[config.mk]
export PLATFORM = sky130hd
export DESIGN_NAME = exc_ctrl_flat
export DESIGN_NICKNAME = d
export VERILOG_FILES = /design/src/rtl/exc_ctrl_if.sv /design/src/rtl/exc_ctrl.sv /design/src/flat_wrapper.sv
export SDC_FILE = /design/constraint.sdc
export NUM_CORES = 1
export LEC_CHECK = 0
export ABC_AREA = 1
export BUFFER_PORTS_ARGS = -buffer_cell sky130_fd_sc_hd__buf_2
export CAP_MARGIN = 20
export CORE_ASPECT_RATIO = 0.9
export CORE_MARGIN = 1.5
export CORE_UTILIZATION = 41
export DETAILED_ROUTE_END_ITERATION = 8
export HOLD_SLACK_MARGIN = 0.06
export PLACE_DENSITY_LB_ADDON = 0.1
export SYNTH_ARGS = -nofsm -noshare
export SYNTH_HDL_FRONTEND = slang
export SYNTH_SLANG_ARGS = --single-unit
[constraint.sdc]
create_clock -name clk -period 2.9 [get_ports clk]
set_input_delay 0.29 -clock clk [delete_from_list [all_inputs] [get_ports clk]]
set_output_delay 0.29 -clock clk [all_outputs]
set_load 0.03 [all_outputs]
[src/rtl/exc_ctrl_if.sv]
// Decoder/CP0-facing signal bundle of the exception controller.
// master = decoder/CP0 side, slave = exc_ctrl.
interface exc_ctrl_if #(
  parameter int NUM_IRQ = 4
);
  logic               syscall_i;
  logic               break_i;
  logic               teq_i;
  logic               eret_i;
  logic [NUM_IRQ-1:0] irq_i;
  logic [31:0]        status_i;
  logic               exc_o;
  logic [4:0]         cause_o;
  logic               eret_o;
  logic [1:0]         pc_sel_o;
  logic               squash_o;
  logic               in_handler_o;
  logic [NUM_IRQ-1:0] irq_pending_o;
  logic [NUM_IRQ-1:0] irq_ack_o;
  logic               err_o;

  modport master (
    output syscall_i, break_i, teq_i, eret_i, irq_i, status_i,
    input  exc_o, cause_o, eret_o, pc_sel_o, squash_o, in_handler_o,
           irq_pending_o, irq_ack_o, err_o
  );

  modport slave (
    input  syscall_i, break_i, teq_i, eret_i, irq_i, status_i,
    output exc_o, cause_o, eret_o, pc_sel_o, squash_o, in_handler_o,
           irq_pending_o, irq_ack_o, err_o
  );
endinterface

[src/rtl/exc_ctrl.sv]
// Exception/interrupt controller: arbitrates traps and external IRQs against
// CP0 Status, sequences handler entry/ERET, and drives CP0 and the PC mux.
module exc_ctrl #(
  parameter int          NUM_IRQ     = 4,
  parameter logic [31:0] HANDLER_VEC = 32'h0040_0004
) (
  input  logic       clk,
  input  logic       rst,
  exc_ctrl_if.slave  bus
);
  typedef enum logic [1:0] {IDLE = 2'd0, HANDLER = 2'd1, COOLDOWN = 2'd2} state_t;

  state_t             state_q, state_d;
  logic [NUM_IRQ-1:0] sync1_q, sync2_q, prev_q;
  logic [NUM_IRQ-1:0] pending_q, pending_d;
  logic               err_q, err_d;

  logic [NUM_IRQ-1:0] irq_edge, irq_win, ack;
  logic               ie, take_teq, take_brk, take_sys, take_irq;
  logic               exc, eret;
  logic [4:0]         cause;
  logic [1:0]         pc_sel;

  // The handler address is applied by the PC mux when pc_sel_o == 1.
  logic unused;
  assign unused = ^{bus.status_i[31:5], HANDLER_VEC};

  assign irq_edge = sync2_q & ~prev_q;
  // Isolate the lowest set pending bit: lowest index wins.
  assign irq_win  = pending_q & ((~pending_q) + NUM_IRQ'(1));

  assign ie       = bus.status_i[0];
  assign take_teq = bus.teq_i     & ie & bus.status_i[3];
  assign take_brk = bus.break_i   & ie & bus.status_i[2];
  assign take_sys = bus.syscall_i & ie & bus.status_i[1];
  assign take_irq = ie & bus.status_i[4] & (|pending_q);

  always_comb begin
    state_d = state_q;
    err_d   = err_q;
    exc     = 1'b0;
    eret    = 1'b0;
    cause   = 5'd0;
    pc_sel  = 2'd0;
    ack     = '0;
    case (state_q)
      IDLE, COOLDOWN: begin
        if (take_teq) begin
          exc = 1'b1; cause = 5'd13;
        end else if (take_brk) begin
          exc = 1'b1; cause = 5'd9;
        end else if (take_sys) begin
          exc = 1'b1; cause = 5'd8;
        end else if (state_q == IDLE && take_irq) begin
          // COOLDOWN blocks interrupts so the instruction at EPC runs first.
          exc = 1'b1; cause = 5'd0; ack = irq_win;
        end
        if (exc) begin
          pc_sel  = 2'd1;
          state_d = HANDLER;
        end else if (state_q == COOLDOWN) begin
          state_d = IDLE;
        end
        if (bus.eret_i) err_d = 1'b1;
      end
      HANDLER: begin
        if (bus.syscall_i || bus.break_i || bus.teq_i) err_d = 1'b1;
        if (bus.eret_i) begin
          eret    = 1'b1;
          pc_sel  = 2'd2;
          state_d = COOLDOWN;
        end
      end
      default: state_d = IDLE;
    endcase
    // A new edge on the line being acked wins over the clear.
    pending_d = (pending_q & ~ack) | irq_edge;
  end

  always_ff @(posedge clk or posedge rst) begin
    if (rst) begin
      state_q   <= IDLE;
      sync1_q   <= '0;
      sync2_q   <= '0;
      prev_q    <= '0;
      pending_q <= '0;
      err_q     <= 1'b0;
    end else begin
      state_q   <= state_d;
      sync1_q   <= bus.irq_i;
      sync2_q   <= sync1_q;
      prev_q    <= sync2_q;
      pending_q <= pending_d;
      err_q     <= err_d;
    end
  end

  assign bus.exc_o         = exc;
  assign bus.cause_o       = cause;
  assign bus.eret_o        = eret;
  assign bus.pc_sel_o      = pc_sel;
  assign bus.squash_o      = exc;
  assign bus.in_handler_o  = (state_q == HANDLER);
  assign bus.irq_pending_o = pending_q;
  assign bus.irq_ack_o     = ack;
  assign bus.err_o         = err_q;
endmodule
[src/flat_wrapper.sv]
// flat-port wrapper written by rule: the top's interface ports become plain ports
module exc_ctrl_flat 
#(
  parameter int          NUM_IRQ     = 4,
  parameter logic [31:0] HANDLER_VEC = 32'h0040_0004
)
  (clk, rst, bus_syscall_i, bus_break_i, bus_teq_i, bus_eret_i, bus_irq_i, bus_status_i, bus_exc_o, bus_cause_o, bus_eret_o, bus_pc_sel_o, bus_squash_o, bus_in_handler_o, bus_irq_pending_o, bus_irq_ack_o, bus_err_o);
  exc_ctrl_if #(.NUM_IRQ(NUM_IRQ)) bus_i ();
  input  logic clk;
  input  logic rst;
  input wire logic [$bits(bus_i.syscall_i)-1:0] bus_syscall_i;
  input wire logic [$bits(bus_i.break_i)-1:0] bus_break_i;
  input wire logic [$bits(bus_i.teq_i)-1:0] bus_teq_i;
  input wire logic [$bits(bus_i.eret_i)-1:0] bus_eret_i;
  input wire logic [$bits(bus_i.irq_i)-1:0] bus_irq_i;
  input wire logic [$bits(bus_i.status_i)-1:0] bus_status_i;
  output wire logic [$bits(bus_i.exc_o)-1:0] bus_exc_o;
  output wire logic [$bits(bus_i.cause_o)-1:0] bus_cause_o;
  output wire logic [$bits(bus_i.eret_o)-1:0] bus_eret_o;
  output wire logic [$bits(bus_i.pc_sel_o)-1:0] bus_pc_sel_o;
  output wire logic [$bits(bus_i.squash_o)-1:0] bus_squash_o;
  output wire logic [$bits(bus_i.in_handler_o)-1:0] bus_in_handler_o;
  output wire logic [$bits(bus_i.irq_pending_o)-1:0] bus_irq_pending_o;
  output wire logic [$bits(bus_i.irq_ack_o)-1:0] bus_irq_ack_o;
  output wire logic [$bits(bus_i.err_o)-1:0] bus_err_o;
  assign bus_i.syscall_i = bus_syscall_i;
  assign bus_i.break_i = bus_break_i;
  assign bus_i.teq_i = bus_teq_i;
  assign bus_i.eret_i = bus_eret_i;
  assign bus_i.irq_i = bus_irq_i;
  assign bus_i.status_i = bus_status_i;
  assign bus_exc_o = bus_i.exc_o;
  assign bus_cause_o = bus_i.cause_o;
  assign bus_eret_o = bus_i.eret_o;
  assign bus_pc_sel_o = bus_i.pc_sel_o;
  assign bus_squash_o = bus_i.squash_o;
  assign bus_in_handler_o = bus_i.in_handler_o;
  assign bus_irq_pending_o = bus_i.irq_pending_o;
  assign bus_irq_ack_o = bus_i.irq_ack_o;
  assign bus_err_o = bus_i.err_o;
  exc_ctrl #(.NUM_IRQ(NUM_IRQ), .HANDLER_VEC(HANDLER_VEC)) u_core (.clk(clk), .rst(rst), .bus(bus_i));
endmodule
==> results.sh, run 1 <==
export IMPL_setup_viol=0
export IMPL_gp_congestion=0.727
export IMPL_cts_root_buf="clkbuf_4"
export IMPL_cts_resized=0
export IMPL_final_common_cell="buf_2"
export IMPL_grt_ovfl_total=0
export IMPL_wirelength_um=1320
export IMPL_clock_fmax_ghz=0.580
export IMPL_clk_insertion_delay_late_ps=280
export IMPL_ant_nets=0
export IMPL_avgSynthCellArea_sq_um=8.61
export IMPL_grt_setup_unrepaired="no"
export IMPL_worstMarginPinSlew_ps=670
export IMPL_power_frac_comb_pct=29.9
export IMPL_regArea_sq_um=475
export IMPL_synth_xor_area_share_pct=0
export IMPL_fin_crit_ps=1730
export IMPL_fin_setup_tns_ps=0
export IMPL_core_sq_um=1750
export IMPL_drv_cap=0
export IMPL_final_nets=169
export IMPL_run_status="completed"
export IMPL_netlist_area_sq_um=801
export IMPL_p_sw_mw=0.218
export IMPL_finClkSkew_ps=0.934
export IMPL_yosys_area_share_simple_pct=24.8
export IMPL_route_met3_wl_um=85
export IMPL_ctsHoldBuffers=0
export IMPL_numPortBuffers=32
export IMPL_firstDrtPassIters=3
export IMPL_cp_max_fo=8
export IMPL_hold_path_class="in -> async"
export IMPL_end_kind="output port"
export IMPL_cts_tree="yes"
export IMPL_num_io_pins=62
export IMPL_wl_met1_um=597
export IMPL_r2r_slack_ps=1780
export IMPL_final_area_sq_um=991
export IMPL_grt_usage_pct=14.2
export IMPL_antenna_found_initial=0
export IMPL_clock_sinks=19
export IMPL_syn_inst=93
export IMPL_post_synth_fa_ha_maj_area_fraction_pct=0
export IMPL_topRoutingLayerUsed="met3"
export IMPL_grt_pass1_vias=615
export IMPL_power_mw=0.606
export IMPL_met2WireLength_um=638
export IMPL_power_internal_mw=0.388
export IMPL_p_leak_nw=0.608
export IMPL_grt_pass1_wl_um=2360
export IMPL_hold_slack_ps=85.0
export IMPL_synthToLayoutAreaGrowth_pct=23.7
export IMPL_die_width_um=49.6
export IMPL_drt_initial_drc_count=5
export IMPL_numCtsBuffers=3
export IMPL_drc=0
export IMPL_fin_util_pct=56.6
export IMPL_wl_per_cell_um=8.81
export IMPL_finalMaxSlewViolations=0
export IMPL_placed_area_sq_um=965
export IMPL_timing_final_crit_share_pct=59.5
export IMPL_drive_gt1_share_pct=31.0
export IMPL_cts_max_path_buffers=2
export IMPL_criticalPathCategory="reg -> out"
export IMPL_grt_max_degree=20
export IMPL_crit_required_ps=2610
export IMPL_pwr_share_seq_pct=49.5
export IMPL_p_per_area_nw_per_um2=612
export IMPL_num_fill_cells=179
export IMPL_antennaDiodeCount=0
export IMPL_via_count=653
export IMPL_synthMuxAreaShare_pct=0
export IMPL_critPathLaunchType="register"
export IMPL_row_count=14
export IMPL_yosys_warnings=0
export IMPL_die_y_um=44.9
export IMPL_dieArea_sq_um=2230
export IMPL_netlist_cell_type_count=14
export IMPL_most_common_layout_cells="buf_2 (32), nand2_1 (24), dfrtp_1 (19)"
export IMPL_ys_ff_latch=19
export IMPL_multi_input_area_sq_um=224
export IMPL_dpl_hpwl_um=1040
export IMPL_synth_top_family_by_area="simple AND/OR/NAND/NOR gates"
export IMPL_start_util_pct=45.7
export IMPL_synth_compound_area_share_pct=2.19
export IMPL_ir_drop_mv=0.362
export IMPL_seq_area_frac_synth_pct=59.4
export IMPL_clkPwrFrac_pct=20.6
export IMPL_arrival_ps=1440
export IMPL_switching_share_pct=35.9
export IMPL_postCtsSetupBuffers=0
export IMPL_slew_headroom_pct=55.3
export IMPL_cts_clk_slew_worst_paths_ps=100
export IMPL_via_per_inst=4.35
export IMPL_htree_levels=1
export IMPL_hold_viol=0
power by group through the flow:
| stage | combinational, mW | sequential [mW] | clock (mW) |
|---|---|---|---|
| after detailed placement | 0.184 | 0.306 | 0 |
| after floorplan | 0.136 | 0.311 | 0 |
| after global routing | 0.201 | 0.304 | 0.139 |
| after global placement | 0.182 | 0.305 | 0 |
| final | 0.181 | 0.300 | 0.125 |
| after CTS | 0.184 | 0.301 | 0.129 |
sequential cells by signal, summed over array words and instances, names as in the netlist:
register and flops:
u_core.bus.irq_pending_o 4, u_core.sync1_q 4, u_core.state_q 2, u_core.bus.err_o 1, u_core.prev_q 4, u_core.sync2_q 4
per-layer routing:
metal  vias to the layer above  GRT usage [%]
met2                        25           25.6
met4                         0           8.33
met5                         -              0
met3                         0           2.98
met1                       292           16.0
li1                        336              -
Yosys cell counts, drive strengths merged:
library cell   n  area share (%)
a21oi          2             1.3
buf            4             3.8
clkinv         1            0.47
conb           1            0.47
dfrtp         19              59
inv           19             8.9
nand2         24              11
nand3          8             5.0
nor2          11             6.7
nor3           3             1.9
o31ai          1            0.94
critical path, stage by stage, from the launching register on:
cell	delay [ps]
dfrtp_1	440
inv_2	150
nand3_1	120
nor2_1	100
nand3_1	100
inv_1	60
buf_2	180
through the flow:
step,instances,setup slack [ps]
finish,150,1170
global route,150,994
CTS,150,1150
detailed placement,146,1400
global placement,146,1440
floorplan,94,1180
kinds of logic after synthesis:
| kind of cell | count (synthesis) |
|---|---|
| DFF | 19 |
| buffers and inverters | 24 |
| and+or+nand+nor | 46 |
| AOI/OAI and AO/OA | 3 |
| other | 1 |
cell type report:
| class | count | area share, % |
|---|---|---|
| inverter | 20 | 7.58 |
| multi-input combinational | 51 | 22.6 |
| timing repair buffer | 32 | 16.2 |
| sequential | 19 | 48.0 |
| tap | 24 | 3.03 |
| clock buffer | 4 | 2.65 |
final timing paths:
path	cells after the start	endpoint	from
max	6	bus_irq_ack_o[3]	u_core.state_q[0]$_DFFE_PP0P_
min	2	u_core.prev_q[2]$_DFF_PP0_	rst
max reg2reg	6	u_core.bus.irq_pending_o[3]$_DFF_PP0_	u_core.state_q[0]$_DFFE_PP0P_
min reg2reg	0	u_core.sync2_q[3]$_DFF_PP0_	u_core.sync1_q[3]$_DFF_PP0_
max in group asynchronous	2	u_core.bus.err_o$_DFFE_PP0P_	rst
min in group clk	1	u_core.sync1_q[3]$_DFF_PP0_	bus_irq_i[3]
No activity file was read; power rests on OpenSTA's default activity.
==> run 2, diff against run 1 <==
--- a/config.mk
+++ b/config.mk
@@ -5,12 +5,12 @@
 export SDC_FILE = /design/constraint.sdc
 export NUM_CORES = 1
 export LEC_CHECK = 0
-export ABC_AREA = 1
+export ABC_AREA = 0
 export BUFFER_PORTS_ARGS = -buffer_cell sky130_fd_sc_hd__buf_2
 export CAP_MARGIN = 20
 export CORE_ASPECT_RATIO = 0.9
 export CORE_MARGIN = 1.5
-export CORE_UTILIZATION = 41
+export CORE_UTILIZATION = 33
 export DETAILED_ROUTE_END_ITERATION = 8
 export HOLD_SLACK_MARGIN = 0.06
 export PLACE_DENSITY_LB_ADDON = 0.1
==> constraint.sdc (replaced) <==
create_clock -name clk -period 1.4 [get_ports clk]
set_input_delay 0.14 -clock clk [delete_from_list [all_inputs] [get_ports clk]]
set_output_delay 0.14 -clock clk [all_outputs]
set_load 0.03 [all_outputs]
==> results.sh, run 2 <==
export IMPL_die_y_um=48.3
export IMPL_die_width_um=53.4
export IMPL_grt_ovfl_total=0
export IMPL_gp_congestion=0.700
export IMPL_synthMuxAreaShare_pct=0
export IMPL_cts_max_path_buffers=2
export IMPL_timing_final_crit_share_pct=127
export IMPL_drive_gt1_share_pct=58.5
export IMPL_power_frac_comb_pct=33.2
export IMPL_synthToLayoutAreaGrowth_pct=75.2
export IMPL_syn_inst=65
export IMPL_cts_tree="yes"
export IMPL_wl_per_cell_um=12.6
export IMPL_grt_pass1_wl_um=2730
export IMPL_dieArea_sq_um=2580
export IMPL_wirelength_um=1820
export IMPL_pwr_share_seq_pct=46.9
export IMPL_synth_flop_cell="dfrtp_1"
export IMPL_antennaDiodeCount=0
export IMPL_finalMaxSlewViolations=0
export IMPL_synth_top_family_by_area="simple AND/OR/NAND/NOR gates"
export IMPL_path_cells="nor4bb_4, buf_4, nand2_4, nor3b_4, buf_6"
export IMPL_drt_initial_drc_count=14
export IMPL_grt_pass1_vias=628
export IMPL_power_mw=1.29
export IMPL_arrival_ps=1640
export IMPL_p_per_area_nw_per_um2=975
export IMPL_most_common_layout_cells="buf_2 (19), buf_6 (16), dfrtp_1 (15)"
export IMPL_post_synth_fa_ha_maj_area_fraction_pct=0
export IMPL_power_internal_mw=0.890
export IMPL_cts_clk_slew_worst_paths_ps=90
export IMPL_hold_path_depth=3
export IMPL_numPortBuffers=32
export IMPL_grt_max_degree=15
export IMPL_fin_util_pct=61.1
export IMPL_ys_ff_latch=19
export IMPL_r2r_worst_path_cells=7
export IMPL_synth_top_area_cell="dfrtp_1"
export IMPL_grt_setup_unrepaired="yes"
export IMPL_crit_family="simple AND/OR/NAND/NOR gates"
export IMPL_hold_path_class="in -> reg"
export IMPL_synth_xor_area_share_pct=0
export IMPL_drv_cap=0
export IMPL_p_sw_mw=0.397
export IMPL_netlist_area_sq_um=753
export IMPL_seq_area_frac_synth_pct=63.1
export IMPL_antenna_found_initial=0
export IMPL_num_io_pins=62
export IMPL_synth_enable_flop_cells=0
export IMPL_synthArstFlopShare_pct=100
export IMPL_clock_fmax_ghz=0.563
export IMPL_drc=0
export IMPL_cp_max_fo=3
export IMPL_slowest_delay_ps=420
export IMPL_via_count=661
export IMPL_clkPwrFrac_pct=19.8
export IMPL_netlist_area_leader_share_pct=63.1
export IMPL_synthMostInstantiatedCell="dfrtp_1"
export IMPL_yosys_area_share_simple_pct=17.3
export IMPL_numCtsBuffers=3
export IMPL_violations="negative setup slack"
export IMPL_core_sq_um=2160
export IMPL_avgSynthCellArea_sq_um=11.6
export IMPL_cp_num_buf_inv=2
export IMPL_dp_slack_ps=-107
export IMPL_dpl_hpwl_um=1180
export IMPL_ant_nets=0
export IMPL_ys_top_cells_by_area="dfrtp_1 (63%), buf_4 (4.0%), inv_1 (4.0%), a22o_1 (3.5%), nor3b_2 (3.3%)"
export IMPL_fin_crit_ps=1780
export IMPL_finClkSkew_ps=3.83
export IMPL_criticalPathCategory="reg -> out"
export IMPL_synth_compound_area_share_pct=11.1
export IMPL_final_common_cell="buf_2"
export IMPL_crit_required_ps=1260
export IMPL_setup_viol=14
export IMPL_clk_insertion_delay_late_ps=280
export IMPL_grt_usage_pct=14.5
export IMPL_hold_viol=0
export IMPL_clock_sinks=19
export IMPL_p_leak_nw=0.641
export IMPL_yosys_warnings=0
export IMPL_end_kind="output port"
export IMPL_dp_cells=129
export IMPL_via_per_inst=4.56
export IMPL_firstDrtPassIters=4
export IMPL_setup_ws_ps=-376
export IMPL_cts_root_buf="clkbuf_4"
export IMPL_switching_share_pct=30.9
export IMPL_row_count=16
export IMPL_crit_cells=5
export IMPL_run_status="finished, violations left"
export IMPL_htree_levels=1
export IMPL_cp_slowest_cell="dfrtp_1"
export IMPL_netlist_cell_type_count=22
export IMPL_final_nets=161
export IMPL_fin_cells=145
export IMPL_ys_top_cells_by_count="dfrtp_1 (19), inv_1 (8), nand2_1 (6)"
export IMPL_start_util_pct=34.8
export IMPL_critPathLaunchType="register"
export IMPL_ir_drop_mv=0.741
==> run 2: cell families (layout without fill, tap and decap cells) <==
family / Yosys count / count (layout)
buffers and inverters: 12 / 64
other: 1 / 2
and+or+nand+nor: 22 / 22
DFF: 19 / 19
AOI/OAI and AO/OA: 11 / 11
==> run 2: area by class of cell <==
class	count	area, sq um
fill	187	842
sequential	19	480
timing repair buffer	52	415
multi-input combinational	35	329
inverter	8	35.0
tap	27	33.8
clock buffer	4	26.3
==> run 2: power groups by stage <==
stage          Sequential, mW  Clock, mW  Combinational, mW
5_1_grt                 0.609      0.292              0.452
6_report                0.604      0.255              0.427
2_1_floorplan           0.624          0              0.182
4_1_cts                 0.603      0.266              0.367
3_3_place_gp            0.612          0              0.281
3_5_place_dp            0.613          0              0.282
==> run 2: what timing repair did <==
action | 4_1_cts | 5_1_grt
hold buffers | 5 | 0
hold endpoints to repair | 23 | 0
setup buffers | 4 | 4
pin swaps | 5 | 7
resized for setup | 34 | 12
setup endpoints to repair | 15 | 16
gates cloned | 0 | 0
==> run 2: path summary, 6_finish.rpt <==
check | slack, ps | from | end
hold / removal | 90 | bus_syscall_i | u_core.bus.err_o$_DFFE_PP0P_
min in group asynchronous | 290 | rst | u_core.sync2_q[0]$_DFF_PP0_
setup reg to reg | -270 | u_core.state_q[0]$_DFFE_PP0P_ | u_core.bus.irq_pending_o[0]$_DFF_PP0_
max in group asynchronous | 670 | rst | u_core.bus.irq_pending_o[2]$_DFF_PP0_
setup / recovery | -380 | u_core.state_q[0]$_DFFE_PP0P_ | bus_irq_ack_o[1]
hold reg to reg | 360 | u_core.sync1_q[2]$_DFF_PP0_ | u_core.sync2_q[2]$_DFF_PP0_
==> run 2: layer usage <==
metal  up-vias  global-route usage [%]  wire, um  share of wire (%)
met3         2                    3.70        85                4.7
met4         0                    5.13        14               0.77
met1       318                    19.4       787                 43
met2        20                    22.4       934                 51
li1        321                       -         -                  -
met5         -                       0         0                  0
==> run 2: worst min-delay path: stages <==
cell and delay, ps:
buf_2 90, o31ai_1 70, nand2_1 50
==> run 2: per-stage QoR <==
stage	cell area (sq um)	hold WS, ps	setup TNS [ps]
2_1_floorplan	806	90.9	-186
3_3_place_gp	1030	52.0	-140
3_5_place_dp	1030	58.7	-238
4_1_cts	1230	76.1	-2480
5_1_grt	1320	102	-3890
6_report	1320	88.6	-2720
==> run 3, diff against run 2 <==
--- a/config.mk
+++ b/config.mk
@@ -10,7 +10,8 @@
 export CAP_MARGIN = 20
 export CORE_ASPECT_RATIO = 0.9
 export CORE_MARGIN = 1.5
-export CORE_UTILIZATION = 33
+export CORE_UTILIZATION = 35
+export CTS_BUF_LIST = sky130_fd_sc_hd__clkbuf_4
 export DETAILED_ROUTE_END_ITERATION = 8
 export HOLD_SLACK_MARGIN = 0.06
 export PLACE_DENSITY_LB_ADDON = 0.1
==> results.sh, run 3 (same netlist as run 2, synthesis figures left out) <==
export IMPL_fin_util_pct=68.5
export IMPL_hold_path_class="in -> reg"
export IMPL_cts_clk_slew_worst_paths_ps=100
export IMPL_finalMaxSlewViolations=0
export IMPL_r2r_worst_path_cells=6
export IMPL_start_util_pct=38.2
export IMPL_final_nets=164
export IMPL_wl_per_cell_um=11.3
export IMPL_rr_endpoint="u_core.bus.irq_pending_o[2]$_DFF_PP0_"
export IMPL_grt_usage_pct=14.0
export IMPL_cts_max_path_buffers=2
export IMPL_dpl_hpwl_um=1130
export IMPL_grt_pass1_vias=567
export IMPL_hold_viol=0
export IMPL_wirelength_um=1660
export IMPL_die_y_um=47.0
export IMPL_wl_met1_um=719
export IMPL_reg2reg_from="u_core.state_q[0]$_DFFE_PP0P_"
export IMPL_met2WireLength_um=849
export IMPL_ir_drop_mv=0.651
export IMPL_setup_viol=14
export IMPL_drc=0
export IMPL_die_width_um=51.9
export IMPL_critical_path_startpoint="u_core.state_q[0]$_DFFE_PP0P_"
export IMPL_slowest_delay_ps=420
export IMPL_fin_crit_ps=1750
export IMPL_topRoutingLayerUsed="met3"
export IMPL_criticalPathCategory="reg -> out"
export IMPL_via_count=660
export IMPL_via_per_inst=4.52
export IMPL_arrival_ps=1610
export IMPL_violations="negative setup slack"
export IMPL_grt_setup_unrepaired="yes"
export IMPL_finClkSkew_ps=8.97
export IMPL_fin_setup_tns_ps=-3080
export IMPL_core_sq_um=1970
export IMPL_final_common_cell="buf_2"
export IMPL_clock_fmax_ghz=0.571
export IMPL_end_kind="output port"
export IMPL_grt_pass1_wl_um=2420
export IMPL_numCtsBuffers=3
export IMPL_clock_sinks=19
export IMPL_antennaDiodeCount=0
export IMPL_route_met3_wl_um=87
export IMPL_drt_initial_drc_count=7
export IMPL_p_per_area_nw_per_um2=994
export IMPL_critPathLaunchType="register"
export IMPL_htree_levels=1
export IMPL_grt_max_degree=20
export IMPL_run_status="finished, violations left"
export IMPL_clk_insertion_delay_late_ps=290
export IMPL_drive_gt1_share_pct=61.2
export IMPL_cp_slowest_cell="dfrtp_1"
export IMPL_numPortBuffers=32
export IMPL_dieArea_sq_um=2440
export IMPL_path_cells="nor4bb_4, buf_4, nand2_4, nor3b_4, buf_6"
export IMPL_p_leak_nw=0.646
export IMPL_row_count=15
export IMPL_gp_congestion=0.657
export IMPL_cts_root_buf="clkbuf_4"
export IMPL_firstDrtPassIters=4
export IMPL_setup_ws_ps=-352
export IMPL_timing_final_crit_share_pct=125
export IMPL_drv_cap=0
export IMPL_antenna_found_initial=0
export IMPL_synthToLayoutAreaGrowth_pct=79.2
export IMPL_ant_nets=0
export IMPL_endpoint="bus_irq_ack_o[1]"
export IMPL_num_io_pins=62
export IMPL_r2r_slack_ps=-180
export IMPL_grt_ovfl_total=0
export IMPL_cts_tree="yes"
export IMPL_crit_required_ps=1260
export IMPL_cp_max_fo=3
export IMPL_most_common_layout_cells="buf_2 (19), buf_6 (18), dfrtp_1 (15)"
[run 3: cell types whose count changed in the layout (fill, tap and decap cells not counted), sizes merged]
| cell | before | now |
|---|---|---|
| buf | 47 | 50 |
[run 3: power breakdown]
group | leakage (nW) | switching, mW | internal [mW]
combinational | 0.419 | 0.232 | 0.225
sequential | 0.209 | 0.0218 | 0.580
clock | 0.0184 | 0.151 | 0.130
[run 3: final cells by class]
cell class              instances  area, sq um
fillers                       154          621
flip-flops and latches         19          480
clock buffers                   4         30.0
repair buffers                 55          445
multi-input cells              35          328
well taps                      25         31.3
inverters                       8         35.0
[run 3: timing repair]
action,4_1_cts,5_1_grt
buffers inserted,7,3
hold buffers,5,0
endpoints found under the setup margin,16,17
pin swaps,10,4
endpoints found under the hold margin,23,0
gates resized for setup,38,12
[run 3: through the flow]
step	power [mW]	hold slack (ps)	setup slack (ps)	cells	instance area (sq um)
6_report	1.34	93.2	-352	146	1350
5_1_grt	1.42	91.4	-439	146	1350
4_1_cts	1.31	74.9	-369	144	1290
3_5_place_dp	0.896	165	-128	128	1030
3_3_place_gp	0.892	167	-71.9	128	1030
2_1_floorplan	0.806	90.9	-74.1	66	806
[run 3: critical path: cells and delay by family (launching register included)]
kind | cells | cell delay (ps)
and+or+nand+nor | 3 | 570
DFF | 1 | 420
buffers and inverters | 2 | 330
[run 3: metal layers]
| layer | track usage, % | vias up |
|---|---|---|
| met2 | 23.0 | 26 |
| met4 | 3.16 | 0 |
| met5 | 0 | - |
| li1 | - | 328 |
| met1 | 18.9 | 306 |
| met3 | 3.82 | 0 |
[run 3: worst min-delay path by stage]
stage | start | endpoint | cells after the start
floorplan | rst | u_core.bus.err_o$_DFFE_PP0P_ | 1
global placement | rst | u_core.sync1_q[3]$_DFF_PP0_ | 3
detailed placement | rst | u_core.sync1_q[2]$_DFF_PP0_ | 3
CTS | bus_eret_i | u_core.state_q[0]$_DFFE_PP0P_ | 2
global route | bus_eret_i | u_core.state_q[0]$_DFFE_PP0P_ | 2
finish | bus_eret_i | u_core.state_q[0]$_DFFE_PP0P_ | 2
